### src/rtl/edge_event_pkg.sv
// Shared types for the edge event controller: arbiter FSM state and the
// event record offered on the output port.
package edge_event_pkg;

    // Widest channel index the event record can carry.
    localparam int EvtChMaxW = 8;

    typedef enum logic {
        IDLE  = 1'b0,
        OFFER = 1'b1
    } state_e;

    typedef struct packed {
        logic [EvtChMaxW-1:0] ch;
        logic                 rise;
    } evt_t;

endpackage

### src/rtl/edge_event_chan.sv
// One input channel: two-flop synchroniser, debounce counter, stable value
// and single-cycle rise/fall pulses coincident with the stable value update.
module edge_event_chan #(
    parameter int DebounceCycles = 4
) (
    input  logic clk,
    input  logic rst_ni,
    input  logic sig_i,
    output logic rise_o,
    output logic fall_o
);

    localparam int              CntW    = $clog2(DebounceCycles + 1);
    localparam logic [CntW-1:0] CntLast = CntW'(DebounceCycles - 1);

    logic            s1;
    logic            s2;
    logic            st;
    logic [CntW-1:0] cnt;
    logic            upd;

    // The stable value flips on the cycle the counter has already seen
    // DebounceCycles-1 consecutive differing samples and sees one more.
    assign upd    = (s2 != st) && (cnt == CntLast);
    assign rise_o = upd & s2;
    assign fall_o = upd & ~s2;

    // Two-flop synchroniser for the asynchronous input.
    always_ff @(posedge clk or negedge rst_ni) begin
        if (!rst_ni) begin
            s1 <= 1'b0;
            s2 <= 1'b0;
        end else begin
            s1 <= sig_i;
            s2 <= s1;
        end
    end

    // Debounce: count consecutive disagreeing samples, restart on agreement.
    always_ff @(posedge clk or negedge rst_ni) begin
        if (!rst_ni) begin
            st  <= 1'b0;
            cnt <= '0;
        end else if (s2 == st) begin
            cnt <= '0;
        end else if (upd) begin
            st  <= s2;
            cnt <= '0;
        end else begin
            cnt <= cnt + 1'b1;
        end
    end

endmodule

### src/rtl/edge_event_ctrl.sv
// Multi-channel edge event controller: per-channel debounced edge detection,
// pending/overflow latching and a round-robin arbiter feeding a single
// valid/ready event port.
module edge_event_ctrl
    import edge_event_pkg::*;
#(
    parameter  int NumCh          = 4,
    parameter  int DebounceCycles = 4,
    localparam int ChW            = $clog2(NumCh)
) (
    input  logic               clk,
    input  logic               rst_ni,
    input  logic [NumCh-1:0]   sig_i,
    input  logic [NumCh-1:0]   rise_en_i,
    input  logic [NumCh-1:0]   fall_en_i,
    output logic               evt_valid_o,
    input  logic               evt_ready_i,
    output logic [ChW-1:0]     evt_ch_o,
    output logic               evt_rise_o,
    output logic [2*NumCh-1:0] pending_o,
    output logic [NumCh-1:0]   ovf_o,
    input  logic [NumCh-1:0]   ovf_clr_i
);

    logic [NumCh-1:0] rise_evt;
    logic [NumCh-1:0] fall_evt;
    logic [NumCh-1:0] rise_set;
    logic [NumCh-1:0] fall_set;
    logic [NumCh-1:0] rise_clr;
    logic [NumCh-1:0] fall_clr;
    logic [NumCh-1:0] rise_pend_q;
    logic [NumCh-1:0] fall_pend_q;
    logic [NumCh-1:0] ovf_set;
    logic [NumCh-1:0] ovf_q;

    state_e           state_q;
    evt_t             evt_q;
    logic             valid_q;
    logic [ChW-1:0]   rr_q;

    logic             found;
    logic [ChW-1:0]   sel_ch;
    logic             sel_rise;
    logic [ChW:0]     idx_w;
    logic             grab;
    logic [ChW-1:0]   rr_next;

    for (genvar i = 0; i < NumCh; i++) begin : g_ch
        edge_event_chan #(
            .DebounceCycles(DebounceCycles)
        ) u_chan (
            .clk    (clk),
            .rst_ni (rst_ni),
            .sig_i  (sig_i[i]),
            .rise_o (rise_evt[i]),
            .fall_o (fall_evt[i])
        );
    end

    // Disabled edges are dropped here and never reach the pending bits.
    assign rise_set = rise_evt & rise_en_i;
    assign fall_set = fall_evt & fall_en_i;

    // Round-robin search from rr_q with wrap-around; rise beats fall in a channel.
    always_comb begin
        found    = 1'b0;
        sel_ch   = '0;
        sel_rise = 1'b0;
        idx_w    = '0;
        for (int i = 0; i < NumCh; i++) begin
            idx_w = {1'b0, rr_q} + (ChW+1)'(i);
            if (idx_w >= (ChW+1)'(NumCh)) begin
                idx_w = idx_w - (ChW+1)'(NumCh);
            end
            if (!found && (rise_pend_q[idx_w[ChW-1:0]] || fall_pend_q[idx_w[ChW-1:0]])) begin
                found    = 1'b1;
                sel_ch   = idx_w[ChW-1:0];
                sel_rise = rise_pend_q[idx_w[ChW-1:0]];
            end
        end
    end

    assign grab    = (state_q == IDLE) && found;
    assign rr_next = (sel_ch == ChW'(NumCh - 1)) ? '0 : sel_ch + 1'b1;

    // One-hot clear of the pending bit taken by the arbiter this cycle.
    always_comb begin
        rise_clr = '0;
        fall_clr = '0;
        if (grab) begin
            if (sel_rise) begin
                rise_clr[sel_ch] = 1'b1;
            end else begin
                fall_clr[sel_ch] = 1'b1;
            end
        end
    end

    // An edge landing on a still-pending bit that is not being taken loses an event.
    assign ovf_set = (rise_set & rise_pend_q & ~rise_clr) |
                     (fall_set & fall_pend_q & ~fall_clr);

    // Pending and overflow registers; a set always beats a same-cycle clear.
    always_ff @(posedge clk or negedge rst_ni) begin
        if (!rst_ni) begin
            rise_pend_q <= '0;
            fall_pend_q <= '0;
            ovf_q       <= '0;
        end else begin
            rise_pend_q <= (rise_pend_q & ~rise_clr) | rise_set;
            fall_pend_q <= (fall_pend_q & ~fall_clr) | fall_set;
            ovf_q       <= (ovf_q & ~ovf_clr_i) | ovf_set;
        end
    end

    // Arbiter FSM: grab in IDLE, hold the offered event stable in OFFER.
    always_ff @(posedge clk or negedge rst_ni) begin
        if (!rst_ni) begin
            state_q <= IDLE;
            evt_q   <= '0;
            valid_q <= 1'b0;
            rr_q    <= '0;
        end else begin
            case (state_q)
                IDLE: begin
                    if (found) begin
                        evt_q.ch   <= EvtChMaxW'(sel_ch);
                        evt_q.rise <= sel_rise;
                        rr_q       <= rr_next;
                        valid_q    <= 1'b1;
                        state_q    <= OFFER;
                    end
                end
                OFFER: begin
                    if (evt_ready_i) begin
                        valid_q <= 1'b0;
                        state_q <= IDLE;
                    end
                end
                default: begin
                    valid_q <= 1'b0;
                    state_q <= IDLE;
                end
            endcase
        end
    end

    if (ChW < EvtChMaxW) begin : g_ch_hi
        logic unused_ch_hi;
        assign unused_ch_hi = ^evt_q.ch[EvtChMaxW-1:ChW];
    end

    assign evt_valid_o = valid_q;
    assign evt_ch_o    = evt_q.ch[ChW-1:0];
    assign evt_rise_o  = evt_q.rise;
    assign pending_o   = {fall_pend_q, rise_pend_q};
    assign ovf_o       = ovf_q;

endmodule

### config.mk
export PLATFORM = sky130hd
export DESIGN_NAME = edge_event_ctrl
export DESIGN_NICKNAME = d
export VERILOG_FILES = /design/src/rtl/edge_event_pkg.sv /design/src/rtl/edge_event_chan.sv /design/src/rtl/edge_event_ctrl.sv
export SDC_FILE = /design/constraint.sdc
export NUM_CORES = 1
export LEC_CHECK = 0
export ABC_AREA = 1
export CORE_ASPECT_RATIO = 0.7
export CORE_UTILIZATION = 40
export DETAILED_ROUTE_END_ITERATION = 10
export PLACE_DENSITY = 0.71
export SLEW_MARGIN = 20
export SYNTH_ARGS = -nofsm -noshare
export SYNTH_HDL_FRONTEND = slang
export SYNTH_SLANG_ARGS = --single-unit
### constraint.sdc
create_clock -name clk -period 1.9 [get_ports clk]
set_input_delay 0.19 -clock clk [delete_from_list [all_inputs] [get_ports clk]]
set_output_delay 0.19 -clock clk [all_outputs]
set_load 0.1 [all_outputs]
---- Word-level counts from Yosys, hierarchy flattened ----
Cells that the tools add are included.
word-level totals
  output and inout bits ................... 16
  input bits .............................. 19
  bits in registers ....................... 43
  word-level logic and storage cells ...... 169
cells by class
  mux-type cells .......................... 53
  reductions and logical operators ........ 22
  bitwise operators ....................... 33
  $add $sub $neg .......................... 12
  $lt $le $gt $ge ......................... 10
  equal/unequal tests ..................... 15
operator list
  kind                                                      count
  bitwise AND 4 bit                                         9
  two-way mux 3 bit                                         8
  two-way mux 1 bit                                         21
  two-way mux 2 bit                                         9
  binary-select mux 1 bit (select 2 bit)                    8
  two-way mux 4 bit                                         4
  bitwise OR 4 bit                                          4
  < comparator 2 x 3 -> 1 bit, second input constant        5
  adder 3 x 1 -> 3 bit, second input constant               4
  equality test 3 x 2 -> 1 bit, second input constant       4
  NOT 4 bit                                                 3
  AND reduction 2 bit                                       6
  greater-or-equal comparator 3 bit, second input constant  3
  logical AND 1 bit                                         9
  NOT 1 bit                                                 9
  bitwise AND 1 bit                                         8
  subtractor 2 x 1 -> 2 bit, second input constant          4
  adder 2 x 2 -> 3 bit, second input constant               2
  equality test 1 bit                                       4
  logical OR 1 bit                                          4
  != test 1 bit                                             4
  != test 2 bit, second input constant                      2
  case mux 1 bit (2 select lines)                           2
  adder 2 x 1 -> 3 bit, second input constant               1
  other kinds (6)                                           8

---- Logic depth before layout (Yosys ltp) ----
  depth in word-level cells ............... 25
  mapped depth ............................ 19

---- Cells and area by module ----
A second synthesis with hierarchy kept.
unflattened totals
  cell total of the unflattened synthesis .. 303
  area, all modules ....................... 2357.3 um2
modules (own cells, without submodules)
  module           sequential area each (um2)  cells an instance  area an instance (um2)  times used
  edge_event_ctrl  475.5                       211                1426.4                  1
  edge_event_chan  150.1                       23                 232.7                   4

---- Worst setup path before layout ----
Ideal clock, no wire load.
  path type ............................... reg2reg
  from .................................... register rise_pend_q[3]
  to ...................................... register ovf_q[1], in the netlist ovf_o[1]
  arrival time ............................ 2321 ps
  slack ................................... -544 ps
  period minus slack after synthesis ...... 2444 ps
  setup time .............................. 123 ps
  path buffers ............................ 0
  stages on the path, launching flop included .. 19
  cells stage by stage .................... dfrtp_1 > inv_1 > nand2_1 > nand2_1 > nand2_1 > nand2_2 > nand2_2 > nor2_4 > nand2_1 > nand2_1 > nand2_1 > nand2_1 > inv_1 > ha_1 > inv_1 > nor2_4 > nand2_1 > nand2_1 > nand3_2
on the way
  longest elaborated chain between the ends .. 23
  elaborated cells on any way between the ends .. 46
  classes of those cells .................. order compare: 2; mux: 26; bitwise: 6; reduce/logical: 12
ends and longest elaborated chain
  element                                  RTL line                                        text
  start, declared                          edge_event_ctrl.sv:31                           logic [NumCh-1:0] rise_pend_q;
  start signal, assigned                   edge_event_ctrl.sv:110                          rise_pend_q <= (rise_pend_q & ~rise_clr) | rise_set;
  binary-select mux 1 bit (select 2 bit)   edge_event_ctrl.sv:75                           if (!found && (rise_pend_q[idx_w[ChW-1:0]] || fall_pend_q[idx_w[ChW-1:0]])) begin
  two-way mux 1 bit (implied by the code)  edge_event_ctrl.sv:75
  logical OR 1 bit                         edge_event_ctrl.sv:75
  two-way mux 1 bit                        edge_event_ctrl.sv:75
  logical NOT 1 bit                        edge_event_ctrl.sv:75
  logical AND 1 bit                        edge_event_ctrl.sv:75
  two-way mux 1 bit                        edge_event_ctrl.sv:75
  logical NOT 1 bit                        edge_event_ctrl.sv:75
  (+5 left out)                            --
  net sel_ch[0]                            edge_event_ctrl.sv:42                           logic [ChW-1:0] sel_ch;
  (+2 left out)                            --
  two-way mux 1 bit (implied by the code)  edge_event_ctrl.sv:92, edge_event_ctrl.sv:94
  demux 1 bit (select 2 bit) *             edge_event_ctrl.sv:92, edge_event_ctrl.sv:94
  two-way mux 4 bit                        edge_event_ctrl.sv:91                           if (sel_rise) begin
  two-way mux 4 bit                        edge_event_ctrl.sv:90                           if (grab) begin
  NOT 4 bit (on tied branches)             edge_event_ctrl.sv:100, edge_event_ctrl.sv:101
  bitwise AND 4 bit (on tied branches)     edge_event_ctrl.sv:100, edge_event_ctrl.sv:101
  bitwise OR 4 bit *                       edge_event_ctrl.sv:100                          assign ovf_set = (rise_set & rise_pend_q & ~rise_clr) |
  bitwise OR 4 bit *                       edge_event_ctrl.sv:112                          ovf_q <= (ovf_q & ~ovf_clr_i) | ovf_set;
  end signal, assigned                     edge_event_ctrl.sv:112
  end, declared                            edge_event_ctrl.sv:34                           logic [NumCh-1:0] ovf_q;
Mark *: on every way through the listed nets, which the timed path passes. The rest lies on a longest branch. The select of a mux whose other input is x is not followed.
A chain may end at the register's enable or synchronous reset.

---- Worst setup path after layout ----
  from .................................... register rr_q[0]
  to ...................................... register ovf_q[0], in the netlist ovf_o[0]
on the way
  longest elaborated chain between the ends .. 25
  elaborated cells on any way between the ends .. 69
  classes of those cells .................. add/sub: 7; order compare: 6; mux: 38; bitwise: 6; reduce/logical: 12
ends and longest elaborated chain
  element                                                                                                          RTL line                                        text
  start, declared                                                                                                  edge_event_ctrl.sv:39                           logic [ChW-1:0] rr_q;
  start signal, assigned                                                                                           edge_event_ctrl.sv:129                          rr_q <= rr_next;
  parallel branches: the longest is 14 deep, another holds adder 2 x 1 -> 3 bit                                    --
  two-way mux 2 bit *                                                                                              edge_event_ctrl.sv:75
  net sel_ch[1]                                                                                                    edge_event_ctrl.sv:42
  < comparator 2 x 3 -> 1 bit (implied by the code) or greater-or-equal comparator 2 x 1 -> 1 bit (tied branches)  edge_event_ctrl.sv:92, edge_event_ctrl.sv:94
  logical AND 1 bit (implied by the code)                                                                          edge_event_ctrl.sv:92, edge_event_ctrl.sv:94
  two-way mux 1 bit (implied by the code)                                                                          edge_event_ctrl.sv:92, edge_event_ctrl.sv:94
  demux 1 bit (select 2 bit) *                                                                                     edge_event_ctrl.sv:92, edge_event_ctrl.sv:94
  two-way mux 4 bit                                                                                                edge_event_ctrl.sv:91
  two-way mux 4 bit                                                                                                edge_event_ctrl.sv:90
  NOT 4 bit (on tied branches)                                                                                     edge_event_ctrl.sv:100, edge_event_ctrl.sv:101
  bitwise AND 4 bit (on tied branches)                                                                             edge_event_ctrl.sv:100, edge_event_ctrl.sv:101
  bitwise OR 4 bit *                                                                                               edge_event_ctrl.sv:100
  bitwise OR 4 bit *                                                                                               edge_event_ctrl.sv:112
Mark *: on every way through the listed nets, which the timed path passes. The select of a mux whose other input is x is not followed.

==> impl_metrics.json <==
{
  "outcome": "finished with violations",
  "violations": "negative setup slack",
  "hold_ws_ns": 0.314,
  "tritoncts": "done",
  "drive_gt1_frac": 0.451,
  "grt_pass1_wl_mm": 7.93,
  "relSlewSlack": 0.771,
  "overflow": 0,
  "finalMaxSlewViolations": 0,
  "path_clk_slew_ns": 0.08,
  "initial_core_util": 0.418,
  "yosysUniqueCellTypes": 23,
  "seq_area_frac_synth": 0.487,
  "crit_type": "reg2reg",
  "cts.sinks": 43,
  "antenna_found_initial": 0,
  "async_flop_share": 1.00,
  "synth_ff_type": "dfrtp_1",
  "clk_path_buf_depth": 2,
  "via_count": 1915,
  "end_kind": "flip-flop",
  "worstPathMaxFanout": 5,
  "drtPass1Iterations": 4,
  "grt_use_total": 0.172,
  "cts_made_buffers": 5,
  "rsz0062_at_grt": "true",
  "core_area_sq_mm": 0.00529,
  "fmax_ghz": 0.447,
  "grt_pass1_vias": 1802,
  "pin_count": 35,
  "drc_errors": 0,
  "avgRoutedWirePerCell_microns": 12.1,
  "timing.final.crit_share": 1.18,
  "cp-start-kind": "flip-flop",
  "min_period_ns": 2.24,
  "synthToLayoutAreaGrowth_pct": 48.0,
  "clk-insertion-delay-late_ns": 0.29,
  "gp_congestion": 0.856,
  "portBuffers": 34,
  "cts_max_level": 2,
  "worst_pin_slew_ns": 0.341,
  "required_ns": 2.09,
  "ctsRootBufferMaster": "clkbuf_8",
  "final.setup_skew_ns": 0.00589,
  "vias_per_cell": 4.58,
  "die_area_sq_mm": 0.00583,
  "num-nets-final": 372,
  "syn_area_per_cell_sq_um": 8.30,
  "cap_violations": 0,
  "fillers": 468,
  "ys_warn_count": 0,
  "cp.arrival_ns": 2.43,
  "drtAntennaViolNets": 0,
  "fp.dieH_microns": 64.2,
  "hold_path.class": "in2async",
  "drt-total-wl_mm": 5.06,
  "syn-num-nets": 293,
  "dp_hpwl_mm": 3.58,
  "die_w_microns": 90.8,
  "synth_top_area_share": 0.487,
  "ys_ff_latch": 43,
  "grt_max_degree": 33,
  "n_antenna_cell": 0,
  "hold_viol": 0,
  "netlist_area_sq_mm": 0.00221,
  "place_inst": 401,
  "synth_area_leaders": "dfrtp_1, nand2_1, inv_1",
  "syn_inst": 266,
  "drt_iter0_markers": 98,
  "rows": 22,
  "finalSetupViolations": 14,
  "yosysTopAreaCell": "dfrtp_1",
  "stdcell_count": 418,
  "synth_edf_count": 0,
  "worst_slack_ns": -0.338
}
[cells by family (layout without fill, tap and decap cells)]
kind of cell | Yosys count | count (layout) | share of synthesized area
simple gates | 162 | 162 | 0.338
buf+inv | 35 | 115 | 0.0680
flops | 43 | 43 | 0.487
compound gates | 10 | 10 | 0.0255
fa+ha+maj | 8 | 8 | 0.0453
xor+xnor | 4 | 4 | 0.0159
mux | 4 | 4 | 0.0204
[through the flow]
step | setup WS [ns] | instance area, sq um | util | TNS, ns
after global placement | -0.286 | 2890 | 0.547 | -2.90
after global routing | -0.473 | 3270 | 0.618 | -6.02
final | -0.338 | 3270 | 0.618 | -4.02
after detailed placement | -0.278 | 2890 | 0.547 | -2.85
after CTS | -0.228 | 3030 | 0.573 | -2.17
after floorplan | -0.135 | 2270 | - | -1.33
[worst max-delay path, stage by stage (launching register included)]
cell	delay (ns)
dfrtp_2	0.46
clkinvlp_4	0.18
nand2_2	0.09
nand2_1	0.05
o21a_1	0.21
nor2_4	0.18
nor3_2	0.06
a21oi_2	0.19
nand2_4	0.11
inv_4	0.09
ha_4	0.12
inv_2	0.04
nor2_4	0.12
nand2_2	0.08
nand2_2	0.07
nand3_2	0.06
[worst paths after layout]
kind	startpoint	endpoint	slack, ns	depth (start not counted)
worst max register to register	rr_q[0]	ovf_o[0]	-0.34	15
worst min-delay path	rst_ni	evt_ch_o[0]	0.31	2
min in group clk	sig_i[2]	g_ch[2].u_chan.s1	0.33	1
max in group asynchronous	rst_ni	rise_pend_q[0]	1.10	3
worst max-delay path	rr_q[0]	ovf_o[0]	-0.34	15
worst min register to register	g_ch[0].u_chan.s1	g_ch[0].u_chan.s2	0.35	0
[placed cells by master (no fill, tap or decap), types with 9 or more instances in the layout]
master | synthesis | final
nor2_4 | 4 | 9
nand3_1 | 16 | 13
inv_2 | 3 | 12
buf_4 | 1 | 48
clkdlybuf4s50_1 | 0 | 17
nand2_2 | 7 | 32
dfrtp_1 | 43 | 34
nor2_1 | 20 | 17
inv_1 | 29 | 16
nand2_1 | 94 | 64
[registers in the layout, summed over array words and instances (netlist names), 2 cells and up]
name / flops
g_ch.u_chan.cnt: 12
g_ch.u_chan.st: 4
fall_pend_q: 4
g_ch.u_chan.s1: 4
g_ch.u_chan.s2: 4
rise_pend_q: 4
rr_q: 2
evt_ch_o: 2
ovf_o: 4
[timing repair]
action | 4_1_cts | 5_1_grt
buffers inserted | 3 | 6
cloned | 0 | 1
pin swaps | 1 | 30
gates resized for setup | 6 | 56
endpoints found under the setup margin | 14 | 19
hold buffers | 1 | 0
hold endpoints to repair | 11 | 0
[synth_stat cells, types with 3 or more instances]
library cell / count
o21ai_0: 3
nand3_2: 5
ha_1: 8
inv_2: 3
nand2_2: 7
inv_1: 29
dfrtp_1: 43
nand3b_1: 4
nor2_1: 20
mux2_2: 4
nand3_1: 16
nor2_4: 4
nor3_1: 9
nand2_1: 94
xnor2_1: 4
[layout make-up]
class | instances | area [sq um] | share of cell area
Inverter | 32 | 130 | 0.0398
Tap cell | 72 | 90.1 | 0.0276
Sequential cell | 43 | 1110 | 0.339
Timing Repair inverter | 1 | 7.51 | 0.00230
Multi-Input combinational cell | 188 | 1200 | 0.369
Clock inverter | 2 | 13.8 | 0.00421
Clock buffer | 6 | 72.6 | 0.0222
Timing Repair Buffer | 74 | 642 | 0.196
[layer usage]
layer  share of wire  routed length (microns)  GRT usage  up-vias
met5               0                        0          0        -
met4           0.010                       51     0.0437        0
met3           0.045                      227     0.0369        8
met2            0.46                     2350      0.277       41
met1            0.48                     2430      0.237      876
li1                -                        -          -      990
Power is not shown: default switching activity piles up to over one toggle a cycle in this logic, so the estimate is an artifact.
